[src/rtl/sfifo_sp_ctrl.sv]
// Purpose : FIFO controller that stores words in an external single-port
//           memory and keeps a 2-entry output buffer in front of the reader.
// Latency : a word accepted at edge k with an idle read path is on o_valid/o_data
//           from edge k+2 onward (write, read, buffer push).
// Backpressure: o_ready drops when the memory is full, or when a read wins the
//           port this cycle. o_ready never looks at i_valid.
// Ports   : i_clk/i_reset_n   clock and async active-low reset
//           i_valid/i_data/o_ready   upstream write handshake
//           o_valid/o_data/i_ready   downstream read handshake
//           o_fill   entries held (memory + output buffer + in-flight read)
//           o_mem_*/i_mem_data   single-port memory; read data returns one cycle after o_mem_rd
module sfifo_sp_ctrl #(
  parameter int BW     = 48,
  parameter int LGFLEN = 8
) (
  input  logic              i_clk,
  input  logic              i_reset_n,
  input  logic              i_valid,
  input  logic [BW-1:0]     i_data,
  output logic              o_ready,
  output logic              o_valid,
  output logic [BW-1:0]     o_data,
  input  logic              i_ready,
  output logic [LGFLEN+1:0] o_fill,
  output logic              o_mem_wr,
  output logic [LGFLEN-1:0] o_mem_wr_addr,
  output logic [BW-1:0]     o_mem_data,
  output logic              o_mem_rd,
  output logic [LGFLEN-1:0] o_mem_rd_addr,
  input  logic [BW-1:0]     i_mem_data
);

  logic [LGFLEN-1:0] wr_ptr_q, wr_ptr_d;
  logic [LGFLEN-1:0] rd_ptr_q, rd_ptr_d;
  logic [LGFLEN:0]   mem_cnt_q, mem_cnt_d;
  logic              inflight_q, inflight_d;
  logic              prio_q, prio_d;
  logic [BW-1:0]     ob0_q, ob0_d;   // head of the output buffer
  logic [BW-1:0]     ob1_q, ob1_d;
  logic [1:0]        ob_cnt_q, ob_cnt_d;

  logic mem_full;
  logic [1:0] occ;
  logic wr_want, rd_want;
  logic wr_gnt, rd_gnt;
  logic ob_push, ob_pop;

  // mem_cnt never exceeds the depth, so its MSB alone marks full.
  assign mem_full = mem_cnt_q[LGFLEN];
  // Buffer slots already spoken for; a read in flight needs a slot on landing.
  assign occ      = ob_cnt_q + {1'b0, inflight_q};
  assign wr_want  = i_valid && !mem_full;
  assign rd_want  = (mem_cnt_q != '0) && (occ < 2'd2);

  // prio=0 favours the read, prio=1 the write; grants are held off during reset.
  assign wr_gnt = i_reset_n && wr_want && (!rd_want || prio_q);
  assign rd_gnt = i_reset_n && rd_want && (!wr_want || !prio_q);

  // Ready is computed without i_valid: it is exactly "a write would win now".
  assign o_ready = !mem_full && !(rd_want && !prio_q);

  assign o_mem_wr      = wr_gnt;
  assign o_mem_wr_addr = wr_ptr_q;
  assign o_mem_data    = i_data;
  assign o_mem_rd      = rd_gnt;
  assign o_mem_rd_addr = rd_ptr_q;

  assign o_valid = (ob_cnt_q != 2'd0);
  assign o_data  = ob0_q;
  assign o_fill  = {1'b0, mem_cnt_q}
                 + {{LGFLEN{1'b0}}, ob_cnt_q}
                 + {{(LGFLEN+1){1'b0}}, inflight_q};

  // Returned read data always lands in the buffer; the read slot check
  // guarantees there is room for it.
  assign ob_push = inflight_q;
  assign ob_pop  = o_valid && i_ready;

  always_comb begin
    wr_ptr_d   = wr_ptr_q;
    rd_ptr_d   = rd_ptr_q;
    mem_cnt_d  = mem_cnt_q;
    prio_d     = prio_q;
    // A back-to-back read keeps the flag set while the previous word lands.
    inflight_d = rd_gnt;

    if (wr_gnt) begin
      wr_ptr_d  = wr_ptr_q + LGFLEN'(1);
      mem_cnt_d = mem_cnt_q + (LGFLEN+1)'(1);
    end
    if (rd_gnt) begin
      rd_ptr_d  = rd_ptr_q + LGFLEN'(1);
      mem_cnt_d = mem_cnt_q - (LGFLEN+1)'(1);
    end
    // Toggle only on real contention so an idle side cannot steal priority.
    if (wr_want && rd_want) begin
      prio_d = !prio_q;
    end
  end

  always_comb begin
    ob0_d    = ob0_q;
    ob1_d    = ob1_q;
    ob_cnt_d = ob_cnt_q;
    case ({ob_push, ob_pop})
      2'b10: begin
        if (ob_cnt_q == 2'd0) ob0_d = i_mem_data;
        else                  ob1_d = i_mem_data;
        ob_cnt_d = ob_cnt_q + 2'd1;
      end
      2'b01: begin
        ob0_d    = ob1_q;
        ob_cnt_d = ob_cnt_q - 2'd1;
      end
      2'b11: begin
        // Count is unchanged; the new word goes behind whatever stays.
        if (ob_cnt_q == 2'd1) begin
          ob0_d = i_mem_data;
        end else begin
          ob0_d = ob1_q;
          ob1_d = i_mem_data;
        end
      end
      default: ;
    endcase
  end

  always_ff @(posedge i_clk or negedge i_reset_n) begin
    if (!i_reset_n) begin
      wr_ptr_q   <= '0;
      rd_ptr_q   <= '0;
      mem_cnt_q  <= '0;
      inflight_q <= 1'b0;
      prio_q     <= 1'b0;
      ob0_q      <= '0;
      ob1_q      <= '0;
      ob_cnt_q   <= 2'd0;
    end else begin
      wr_ptr_q   <= wr_ptr_d;
      rd_ptr_q   <= rd_ptr_d;
      mem_cnt_q  <= mem_cnt_d;
      inflight_q <= inflight_d;
      prio_q     <= prio_d;
      ob0_q      <= ob0_d;
      ob1_q      <= ob1_d;
      ob_cnt_q   <= ob_cnt_d;
    end
  end

endmodule

[config.mk]
export PLATFORM = sky130hd
export DESIGN_NAME = sfifo_sp_ctrl
export DESIGN_NICKNAME = d
export VERILOG_FILES = /design/src/rtl/sfifo_sp_ctrl.sv
export SDC_FILE = /design/constraint.sdc
export NUM_CORES = 1
export LEC_CHECK = 0
export ABC_AREA = 1
export BUFFER_PORTS_ARGS = -buffer_cell sky130_fd_sc_hd__buf_2
export CORE_MARGIN = 2
export CORE_UTILIZATION = 30
export CTS_CLUSTER_SIZE = 24
export DETAILED_ROUTE_END_ITERATION = 16
export PLACE_DENSITY_LB_ADDON = 0.12
export SYNTH_ARGS = -nofsm -noshare
export SYNTH_HDL_FRONTEND = slang
export SYNTH_SLANG_ARGS = --single-unit
[constraint.sdc]
create_clock -name i_clk -period 3 [get_ports i_clk]
set_clock_uncertainty 0.05 [all_clocks]
set_input_delay 0.45 -clock i_clk [delete_from_list [all_inputs] [get_ports i_clk]]
set_output_delay 0.45 -clock i_clk [all_outputs]
set_load 0.03 [all_outputs]
* Word-level counts from Yosys, hierarchy flattened
Cells that the tools add are included.
Storage, ports and cells: input bits 100, output and inout port bits 126, logic and storage cells 60, memories 0, flip-flop bits (word level) 125, bits in latches 0, memory bits (writable) 0, memory bits (read-only) 0
Cells by class: reduce and logical (&&, ||, !) cells 26, eq/ne operators 7, $lt $le $gt $ge 1, multiply operators 0, shift operators 0, muxes and demuxes 9, $add $sub $neg 9, bitwise logic cells 0, divide/modulo/power cells 0
Operators with widths (count):
- 48-bit 2-to-1 mux | 4
- 48-bit one-hot mux with 3 select lines | 1
- 48-bit one-hot mux with 2 select lines | 1
- 9-bit 2-to-1 mux | 2
- 8-bit by 1-bit adder with 8-bit output, second input constant | 2
- 10-bit by 1-bit adder with 10-bit output | 1
- 9-bit by 2-bit adder with 10-bit output | 1
- 1-bit logical AND | 10
- 9-bit by 1-bit adder with 9-bit output, second input constant | 1
- 9-bit nonzero test | 1
- 9-bit by 1-bit subtractor with 9-bit output, second input constant | 1
- 2-bit nonzero test | 4
- 2-bit != test, second input constant | 3
- 1-bit zero test | 5
- 2-bit by 1-bit equality test with 1-bit output, second input constant | 2
- 2-bit equality test, second input constant | 2
- 2-bit one-hot mux with 2 select lines | 1
- 3-bit AND reduction | 1
- 3-bit nonzero test | 1
- 2-bit by 1-bit adder with 2-bit output | 1
- 2-bit by 1-bit adder with 2-bit output, second input constant | 1
- 2-bit zero test | 1
- 1-bit logical OR | 2
- 2-bit < comparator, second input constant | 1
- other kinds (2) | 2

* Depth between registers and ports, before layout
Gate-level depths: netlist (run 1).
depth in word-level cells 8, depth in mapped cells 17, gate-level depth less buffers 16

* Worst setup path after synthesis (run 1)
Ideal clock, no wire load.
kind flip-flop to output port, start point register mem_cnt_q[0], end point output o_fill[9], path slack 0.368 ns, arrival 2.132 ns, cell stages (with the launch flop) 7, buffers on the path 0, required time 2.500 ns, cell sequence dfrtp_1 inv_1 fa_1 inv_1 a21o_1 nand3_1 nor4_1
On the way: cells in the longest elaborated chain, start to end 2
Ends and longest elaborated chain:
- from (decl) | line 35 | logic [LGFLEN:0] mem_cnt_q, mem_cnt_d;
- from (signal assigned) | line 141 | mem_cnt_q <= mem_cnt_d;
- 9-bit by 2-bit adder with 10-bit output | line 71 | + {{LGFLEN{1'b0}}, ob_cnt_q}
- 10-bit by 1-bit adder with 10-bit output | line 72 | + {{(LGFLEN+1){1'b0}}, inflight_q};
- to (decl) | line 24 | output logic [LGFLEN+1:0] o_fill,
No other way between the ends.

* Worst setup path in the final report (run 1)
start point register inflight_q, end point output o_fill[6]
On the way: cells in the longest elaborated chain, start to end 1
Ends and longest elaborated chain:
- from (decl) | line 36 | logic inflight_q, inflight_d;
- from (signal assigned) | line 142 | inflight_q <= inflight_d;
- 10-bit by 1-bit adder with 10-bit output | line 72
No other way between the ends.

==> qor.csv, run 1 <==
metric;value;unit
crit path cell chain;inv_2, fa_1, inv_1, fa_2, nand2_2, nor3_4, buf_4, xor2_1, buf_2;
largest net degree at the start of global routing;74;
CP max stage cell;fa_1;
clock-pin slew on the worst setup and hold paths;0.06;ns
Hold WS;0.205;ns
ys async rst share;100;%
initial antenna violation count;1;
Max-slew headroom;34.9;%
drt total wl;16000;um
status;finished clean;
GR Util All Layers;13.9;%
r2r startpoint;inflight_q;
TritonCTS buffer count;17;
Skew-Pair Late Insertion Delay;0.42;ns
DR pass1 iterations;4;
Port Buf Inserts;129;
Die Wd;153;um
Seq cells post-synth;125;
Slew @ Worst Pin;0.977;ns
worst setup path startpoint;inflight_q;
vias in the first global route;5039;
max cap viols;0;
diodes inserted;0;
Peak Freq;0.352;GHz
CTS Root Cell;clkbuf_16;
ys flop type;dfrtp_1;
syn_nets;834;
GRT overflow;0;
Power per Cell Area;1320;nW/um2
routed vias;4957;
Post-Synthesis Cells;716;
r2r worst-path depth;13;
Die Footprint;23300;um2
post-DR vias/cell;4.51;
Core Box Area;21800;um2
final worst-path cycle share;94.6;%
crit end category;output pin;
synthesis-to-finish area growth;19.2;%
Initial Utilization;30.5;%
commonest non-fill, non-tap cell in the layout;inv_1;
M3 GR Usage;4.49;%
worst-path fanout max;3;
Largest stage delay, worst path;0.40;ns
ANT nets after route;0;
Worst R2R Setup Slack;0.20;ns
Iter 0 DRT Violations;169;
Syn. warnings;0;
GRT busiest layer;met2;
Overall Power;10.4;mW
distinct cell type count after synthesis;43;
Site Rows;54;
first-pass GRT wire length;26300;um
worst IR drop on VDD;0.628;mV
WL/cell;14.6;um
Synth Area per Inst;9.27;um2
H-tree depth;4;
commonest non-fill, non-tap cells in the layout;inv_1 (128), buf_2 (127), dfrtp_1 (125);
Pins Over Slew Limit;0;
Hold Path Class;input pin to asynchronous set/reset pin;
WP data required;2.50;ns
CTS tree;built;
critical path arrival;2.34;ns
number of synthesized flops with an enable pin;0;
Setup crit end;o_fill[6];
met2 Use GR;21.5;%
DRC;0;
clock tree buffer depth;2;
synth top area cells;dfrtp_1 (47%), mux2_2 (8.1%), inv_1 (7.3%), nand2_1 (7.1%), buf_4 (5.9%);
hpwl dp;10700;um
layout cells sized above 1;30.4;%
Nets;924;
startpoint types;flop;
largest area contributor in the netlist;dfrtp_1;
FF-to-FF End;mem_cnt_q[8];
Die Y;153;um
sequential area share after synthesis;47.1;%
M1 GR Usage;18.5;%
Final setup violation count;0;
Synth top area share;47.1;%
gpl congestion;0.801;
P_leak;4.09;nW
synthesized cell area;6640;um2
CTS sink cnt;125;
Ports;226;
Layout fillers;2253;
Setup CP Type;flop to output pin;
number of hold violations in the final report;0;
crit path time final;2.84;ns
registers in the layout (all words and copies together) (netlist names):
signal / count
o_data: 48
mem_cnt_q: 9
ob1_q: 48
o_mem_wr_addr: 8
prio_q: 1
o_mem_rd_addr: 8
ob_cnt_q: 2
inflight_q: 1
worst min path at each step:
stage / startpoint / slack (ns) / cells after the start / endpoint
final: i_reset_n / 0.21 / 2 / mem_cnt_q[1]
after global placement: ob1_q[13] / 0.42 / 2 / ob1_q[13]
after detailed placement: ob1_q[19] / 0.42 / 2 / ob1_q[19]
after global routing: i_mem_data[19] / 0.26 / 3 / ob1_q[19]
after CTS: i_mem_data[22] / 0.23 / 3 / ob1_q[22]
after floorplan: i_reset_n / 0.10 / 0 / inflight_q
logic make-up after synthesis:
kind of cell	count (synthesis)	share of synthesized area, %
buffers and inverters	207	15.6
AND/OR/NAND/NOR	168	11.4
AO/OA/AOI/OAI	125	10.7
flip-flops	125	47.1
multiplexers	48	8.14
XOR/XNOR	25	3.41
adder cells (fa/ha/maj)	18	3.73
synth_stat cells, types with 2 or more instances:
cell type and count:
nand3_1 11, nand3b_1 3, fa_1 3, nand2_4 2
buf_6 2, mux2_2 48, xnor2_1 10, inv_1 129
nand2_2 2, a21oi_1 6, o21ai_0 61, nand4_1 8
buf_4 52, nor2_1 6, nor3_1 2, buf_2 13
clkbuf_1 5, o22ai_1 48, o21ai_1 3, inv_4 2
dfrtp_1 125, nand2_1 125, ha_1 15, o21ai_2 3
xor2_1 14
per-layer routing:
| metal | share of wire, % | vias to the layer above |
|---|---|---|
| met5 | 0.069 | - |
| met4 | 1.7 | 2 |
| met3 | 5.9 | 41 |
| met2 | 44 | 130 |
| met1 | 48 | 2363 |
| li1 | - | 2421 |
worst max-delay path: cells and delay by family, from the launching register on:
| kind | cells | cell delay [ns] |
|---|---|---|
| xor gates and xnor gates | 1 | 0.13 |
| adders and majority gates | 2 | 0.63 |
| buffers and inverters | 4 | 0.54 |
| DFF | 1 | 0.38 |
| and+or+nand+nor | 2 | 0.23 |
per-stage QoR:
step	setup TNS [ns]	area (um2)	worst slack [ns]	std cells	utilization (%)
after floorplan	0	6640	0.368	716	-
after global placement	0	7250	0.337	1061	33.3
after detailed placement	0	7250	0.272	1061	33.3
after CTS	0	7870	0.0150	1095	36.2
after global routing	-0.00200	7910	-0.00200	1099	36.4
final	0	7910	0.162	1099	36.4
timing repair:
item / in CTS / in global routing
gates resized for setup: 3 / 3
setup buffers: 2 / 4
setup endpoints to repair: 2 / 2
hold buffers: 0 / 0
pin swaps: 1 / 1
area by class of cell:
| type | instances | area (um2) | share of cell area (%) |
|---|---|---|---|
| clock buffer | 20 | 467 | 5.90 |
| clock inverter | 12 | 135 | 1.71 |
| inverter | 133 | 509 | 6.44 |
| multi-input combinational | 384 | 2530 | 31.9 |
| sequential | 125 | 3130 | 39.5 |
| tap | 280 | 350 | 4.43 |
| timing repair buffer | 145 | 796 | 10.1 |
where the power goes:
part           internal [mW]  switching, mW
sequential              2.52          0.546
combinational           1.90           3.37
clock                   1.29          0.788
total                   5.71           4.70
No activity file was read; power rests on OpenSTA's default activity.
==> inputs of run 2 (changes only) <==
- clock period: 3 -> 3.35 ns (I/O delays scaled with it)
==> qor.csv, run 2 (synthesized netlist as in run 1, its figures left out) <==
metric;value;unit
status;finished clean;
critical path arrival;2.44;ns
Hold-fix buffers, CTS;0;
CTS tree;built;
Cell Int Power;5.06;mW
Pins Over Slew Limit;0;
WL/cell;14.5;um
P_leak;4.05;nW
Ports;226;
DRC;0;
startpoint types;flop;
Gate power share;50.6;%
largest net degree at the start of global routing;80;
diodes inserted;0;
commonest non-fill, non-tap cell in the layout;inv_1;
Layout fillers;2245;
Sw Ratio;45.0;%
GRT overflow;0;
first-pass GRT wire length;26200;um
sequential power share;30.0;%
final worst-path cycle share;89.4;%
Place WS;0.590;ns
crit end category;output pin;
WP data required;2.80;ns
vias in the first global route;4983;
post-DR vias/cell;4.50;
Die Y;153;um
worst-path fanout max;5;
hpwl dp;10900;um
post_cts resized;0;
worst IR drop on VDD;0.673;mV
drt total wl;15800;um
final worst slack;0.354;ns
crit path time final;3.00;ns
Initial Utilization;30.5;%
GR Util All Layers;13.8;%
Final Core Density;35.9;%
Core Box Area;21800;um2
clock tree buffer depth;2;
synthesis-to-finish area growth;17.7;%
DR pass1 iterations;6;
post-route setup TNS;0;ns
Die Wd;153;um
Peak Freq;0.334;GHz
Setup CP Type;flop to output pin;
CTS Root Cell;clkbuf_16;
Final setup violation count;0;
clock-pin slew on the worst setup and hold paths;0.06;ns
Hold Path Class;input pin to asynchronous set/reset pin;
Nets;918;
RSZ-0062 raised after global routing;false;
Skew-Pair Late Insertion Delay;0.41;ns
NetSw;4.14;mW
H-tree depth;4;
max cap viols;0;
commonest non-fill, non-tap cells in the layout;inv_1 (129), buf_2 (128), nand2_1 (125), dfrtp_1 (125), o21ai_0 (61);
Die Footprint;23300;um2
Port Buf Inserts;129;
CTS sink cnt;125;
layout cells sized above 1;29.0;%
TritonCTS buffer count;17;
Power per Cell Area;1180;nW/um2
Site Rows;54;
routed vias;4908;
gpl congestion;0.842;
ANT nets after route;0;
Iter 0 DRT Violations;215;
initial antenna violation count;1;
Max-slew headroom;31.2;%
number of hold violations in the final report;0;
Slew @ Worst Pin;1.03;ns
number of setup buffers added after CTS;0;
Clock power frac;19.4;%
[run 2: cell count changes in the layout (fill, tap and decap cells not counted), moves of 2 or more]
cell        previous run  this run
buf_4                 16         9
clkinv_4               2         0
inv_6                  3         1
clkinvlp_4             4         2
clkbuf_1               0         2
[run 2: power groups by stage]
stage	combinational, mW	sequential, mW	clock [mW]
after floorplan	2.90	3.39	0
after global routing	5.13	2.87	1.91
final	4.65	2.76	1.78
after CTS	4.72	2.77	1.84
after global placement	4.65	2.75	0
after detailed placement	4.69	2.79	0
[run 2: worst paths after layout]
| path | depth (start not counted) | endpoint | slack (ns) | start |
|---|---|---|---|---|
| worst min-delay path | 2 | mem_cnt_q[8] | 0.20 | i_reset_n |
| max in group asynchronous | 3 | ob1_q[4] | 1.58 | i_reset_n |
| worst max-delay path | 9 | o_fill[8] | 0.35 | mem_cnt_q[0] |
| worst max register to register | 15 | mem_cnt_q[8] | 0.63 | mem_cnt_q[6] |
| min in group i_clk | 3 | ob1_q[10] | 0.32 | i_mem_data[10] |
| worst min register to register | 2 | ob1_q[27] | 0.43 | ob1_q[27] |
[run 2: worst max-delay path, stage by stage, from the launching register on]
cell and delay [ns]:
dfrtp_1 0.43, inv_1 0.10, fa_1 0.41, inv_1 0.10
fa_1 0.21, nand2_1 0.11, nor3_2 0.18, nand3_1 0.12
xor2_1 0.15, buf_2 0.22
[run 2: per-layer routing]
metal	GRT usage (%)	wire length [um]	vias up	share of wire, %
met5	0	13	-	0.082
met4	4.32	221	2	1.4
met3	4.86	914	32	5.8
met2	21.1	7010	129	44
met1	18.5	7680	2332	48
li1	-	-	2413	-
[run 2: area by class of cell]
type	count	area (um2)	area share, %
tap	280	350	4.48
timing repair buffer	139	748	9.57
multi-input combinational	384	2520	32.2
inverter	133	509	6.52
clock inverter	7	90.1	1.15
sequential	125	3130	40.0
clock buffer	22	474	6.07
[run 2: stage by stage]
stage	power [mW]	hold slack, ns	cells	area, um2
global placement	7.41	0.417	1061	7250
detailed placement	7.48	0.424	1061	7250
global route	9.91	0.248	1090	7820
finish	9.19	0.197	1090	7820
CTS	9.33	0.220	1090	7810
floorplan	6.28	0.157	716	6640
==> inputs of run 3 (changes only) <==
- ABC_AREA: 1 -> not set
- PLACE_DENSITY_LB_ADDON: 0.12 -> not set
==> qor.csv, run 3 <==
metric;value;unit
status;finished clean;
TritonCTS buffer count;17;
Design Area, Final;7310;um2
Die Footprint;21300;um2
ys async rst share;100;%
post-route setup TNS;0;ns
WP data required;3.60;ns
P_leak;3.39;nW
diodes inserted;0;
Nets;739;
first-pass GRT wire length;22800;um
RSZ-0062 raised after global routing;false;
Hold WS;0.212;ns
commonest non-fill, non-tap cells in the layout;buf_2 (128), dfrtp_1 (125), nand2_1 (64);
number of setup buffers added after CTS;0;
Power per Cell Area;1230;nW/um2
CTS Root Cell;clkbuf_16;
Place WS;0.174;ns
CTS sink cnt;125;
crit end category;flop;
layout cells sized above 1;37.4;%
H-tree depth;4;
vias in the first global route;4326;
GR Util All Layers;13.5;%
Iter 0 DRT Violations;173;
Slew @ Worst Pin;0.972;ns
routed vias;4178;
final worst-path cycle share;92.0;%
commonest non-fill, non-tap cell in the layout;buf_2;
Port Buf Inserts;129;
syn_nets;655;
Synth top area share;51.8;%
startpoint types;flop;
gpl congestion;0.796;
Initial Utilization;30.8;%
drt total wl;13700;um
DR pass1 iterations;5;
distinct cell type count after synthesis;36;
Synth Area per Inst;11.3;um2
initial antenna violation count;0;
number of synthesized flops with an enable pin;0;
max cap viols;0;
synthesized cell area;6040;um2
ANT nets after route;0;
Die Y;146;um
clock-pin slew on the worst setup and hold paths;0.06;ns
CTS tree;built;
post_cts resized;0;
WL/cell;15.2;um
post-DR vias/cell;4.65;
Pins Over Slew Limit;0;
Peak Freq;0.324;GHz
Setup CP Type;flop to flop;
hpwl dp;9080;um
clock tree buffer depth;2;
final worst slack;0.268;ns
Syn. warnings;0;
synth top area cells;dfrtp_1 (52%), mux2_2 (11%), buf_4 (6.1%), a22oi_1 (6.0%), o21ai_0 (4.3%);
Post-Synthesis Cells;537;
area post-placement;6700;um2
ys flop type;dfrtp_1;
critical path arrival;3.33;ns
largest area contributor in the netlist;dfrtp_1;
Final Core Density;37.3;%
Final setup violation count;0;
worst IR drop on VDD;0.672;mV
Site Rows;51;
GRT overflow;0;
Layout fillers;1938;
Synth top cells by count;dfrtp_1 (125), nand2_1 (64), mux2_2 (57);
synthesis-to-finish area growth;21.0;%
top-count cell post-synth;dfrtp_1;
Hold Path Class;input pin to asynchronous set/reset pin;
largest net degree at the start of global routing;74;
Die Wd;146;um
crit path time final;3.08;ns
DRC;0;
Seq cells post-synth;125;
worst-path fanout max;7;
sequential area share after synthesis;51.8;%
Max-slew headroom;35.2;%
Hold-fix buffers, CTS;0;
Ports;226;
number of hold violations in the final report;0;
Core Box Area;19600;um2
Skew-Pair Late Insertion Delay;0.42;ns
-- run 3: cell count changes in the layout (fill, tap and decap cells not counted), sizes merged, moves of 9 or more --
| cell | before | now |
|---|---|---|
| inv | 133 | 17 |
| nand2 | 130 | 64 |
| a22oi | 0 | 48 |
| o22ai | 48 | 0 |
| xnor2 | 10 | 27 |
| o21ai | 67 | 53 |
| xor2 | 15 | 5 |
| mux2 | 48 | 57 |
-- run 3: routing by layer --
| metal | global-route usage, % | wire (um) | part of all wire, % |
|---|---|---|---|
| met4 | 6.91 | 458 | 3.4 |
| met2 | 20.7 | 6130 | 45 |
| met3 | 4.58 | 878 | 6.4 |
| met1 | 16.8 | 6200 | 45 |
| met5 | 0.682 | 0 | 0 |
-- run 3: critical path, stage by stage, from the launching register on --
cell and delay (ns):
dfrtp_1 0.44, or4_1 0.61, nor4_4 0.28, a2111oi_2 0.17, fa_1 0.51, a211oi_1 0.30
o21ai_0 0.16, nor2_1 0.13, xnor2_1 0.07, mux2_2 0.25
-- run 3: final timing paths --
path                                       start               end  slack, ns  cells after the start
worst min register to register  o_mem_rd_addr[7]  o_mem_rd_addr[7]       0.42                      1
max in group asynchronous              i_reset_n        o_data[19]       1.59                      3
min in group i_clk                i_mem_data[14]         ob1_q[14]       0.29                      2
worst max register to register      mem_cnt_q[2]      mem_cnt_q[6]       0.27                      9
worst min-delay path                   i_reset_n          ob1_q[1]       0.21                      2
worst max-delay path                mem_cnt_q[2]      mem_cnt_q[6]       0.27                      9
-- run 3: final cells by class --
| cell class | instances | area [um2] | share of cell area, % |
|---|---|---|---|
| timing repair buffer | 140 | 772 | 10.6 |
| tap | 265 | 332 | 4.53 |
| sequential | 125 | 3130 | 42.8 |
| clock inverter | 15 | 185 | 2.53 |
| multi-input combinational | 325 | 2430 | 33.2 |
| clock buffer | 17 | 425 | 5.82 |
| inverter | 12 | 45.0 | 0.616 |
-- run 3: cell families (layout without fill, tap and decap cells) --
| logic type | count (synthesis) | in the layout | share of synthesized area [%] |
|---|---|---|---|
| adder cells (fa/ha/maj) | 18 | 18 | 4.10 |
| AND/OR/NAND/NOR | 97 | 97 | 7.54 |
| multiplexers | 57 | 57 | 10.6 |
| buffers and inverters | 87 | 184 | 8.57 |
| flip-flops | 125 | 125 | 51.8 |
| XOR/XNOR | 32 | 32 | 4.64 |
| AO/OA/AOI/OAI | 121 | 121 | 12.8 |
-- run 3: metrics by stage --
| step | power [mW] | std cells |
|---|---|---|
| after global routing | 9.73 | 899 |
| after global placement | 7.12 | 867 |
| final | 9.01 | 899 |
| after CTS | 9.17 | 899 |
| after floorplan | 6.02 | 537 |
| after detailed placement | 7.19 | 867 |
-- run 3: power breakdown --
group	internal (mW)	total [mW]	switching, mW
clock network	1.18	1.91	0.732
registers	2.25	2.72	0.468
logic	1.74	4.38	2.64
total	5.17	9.01	3.84
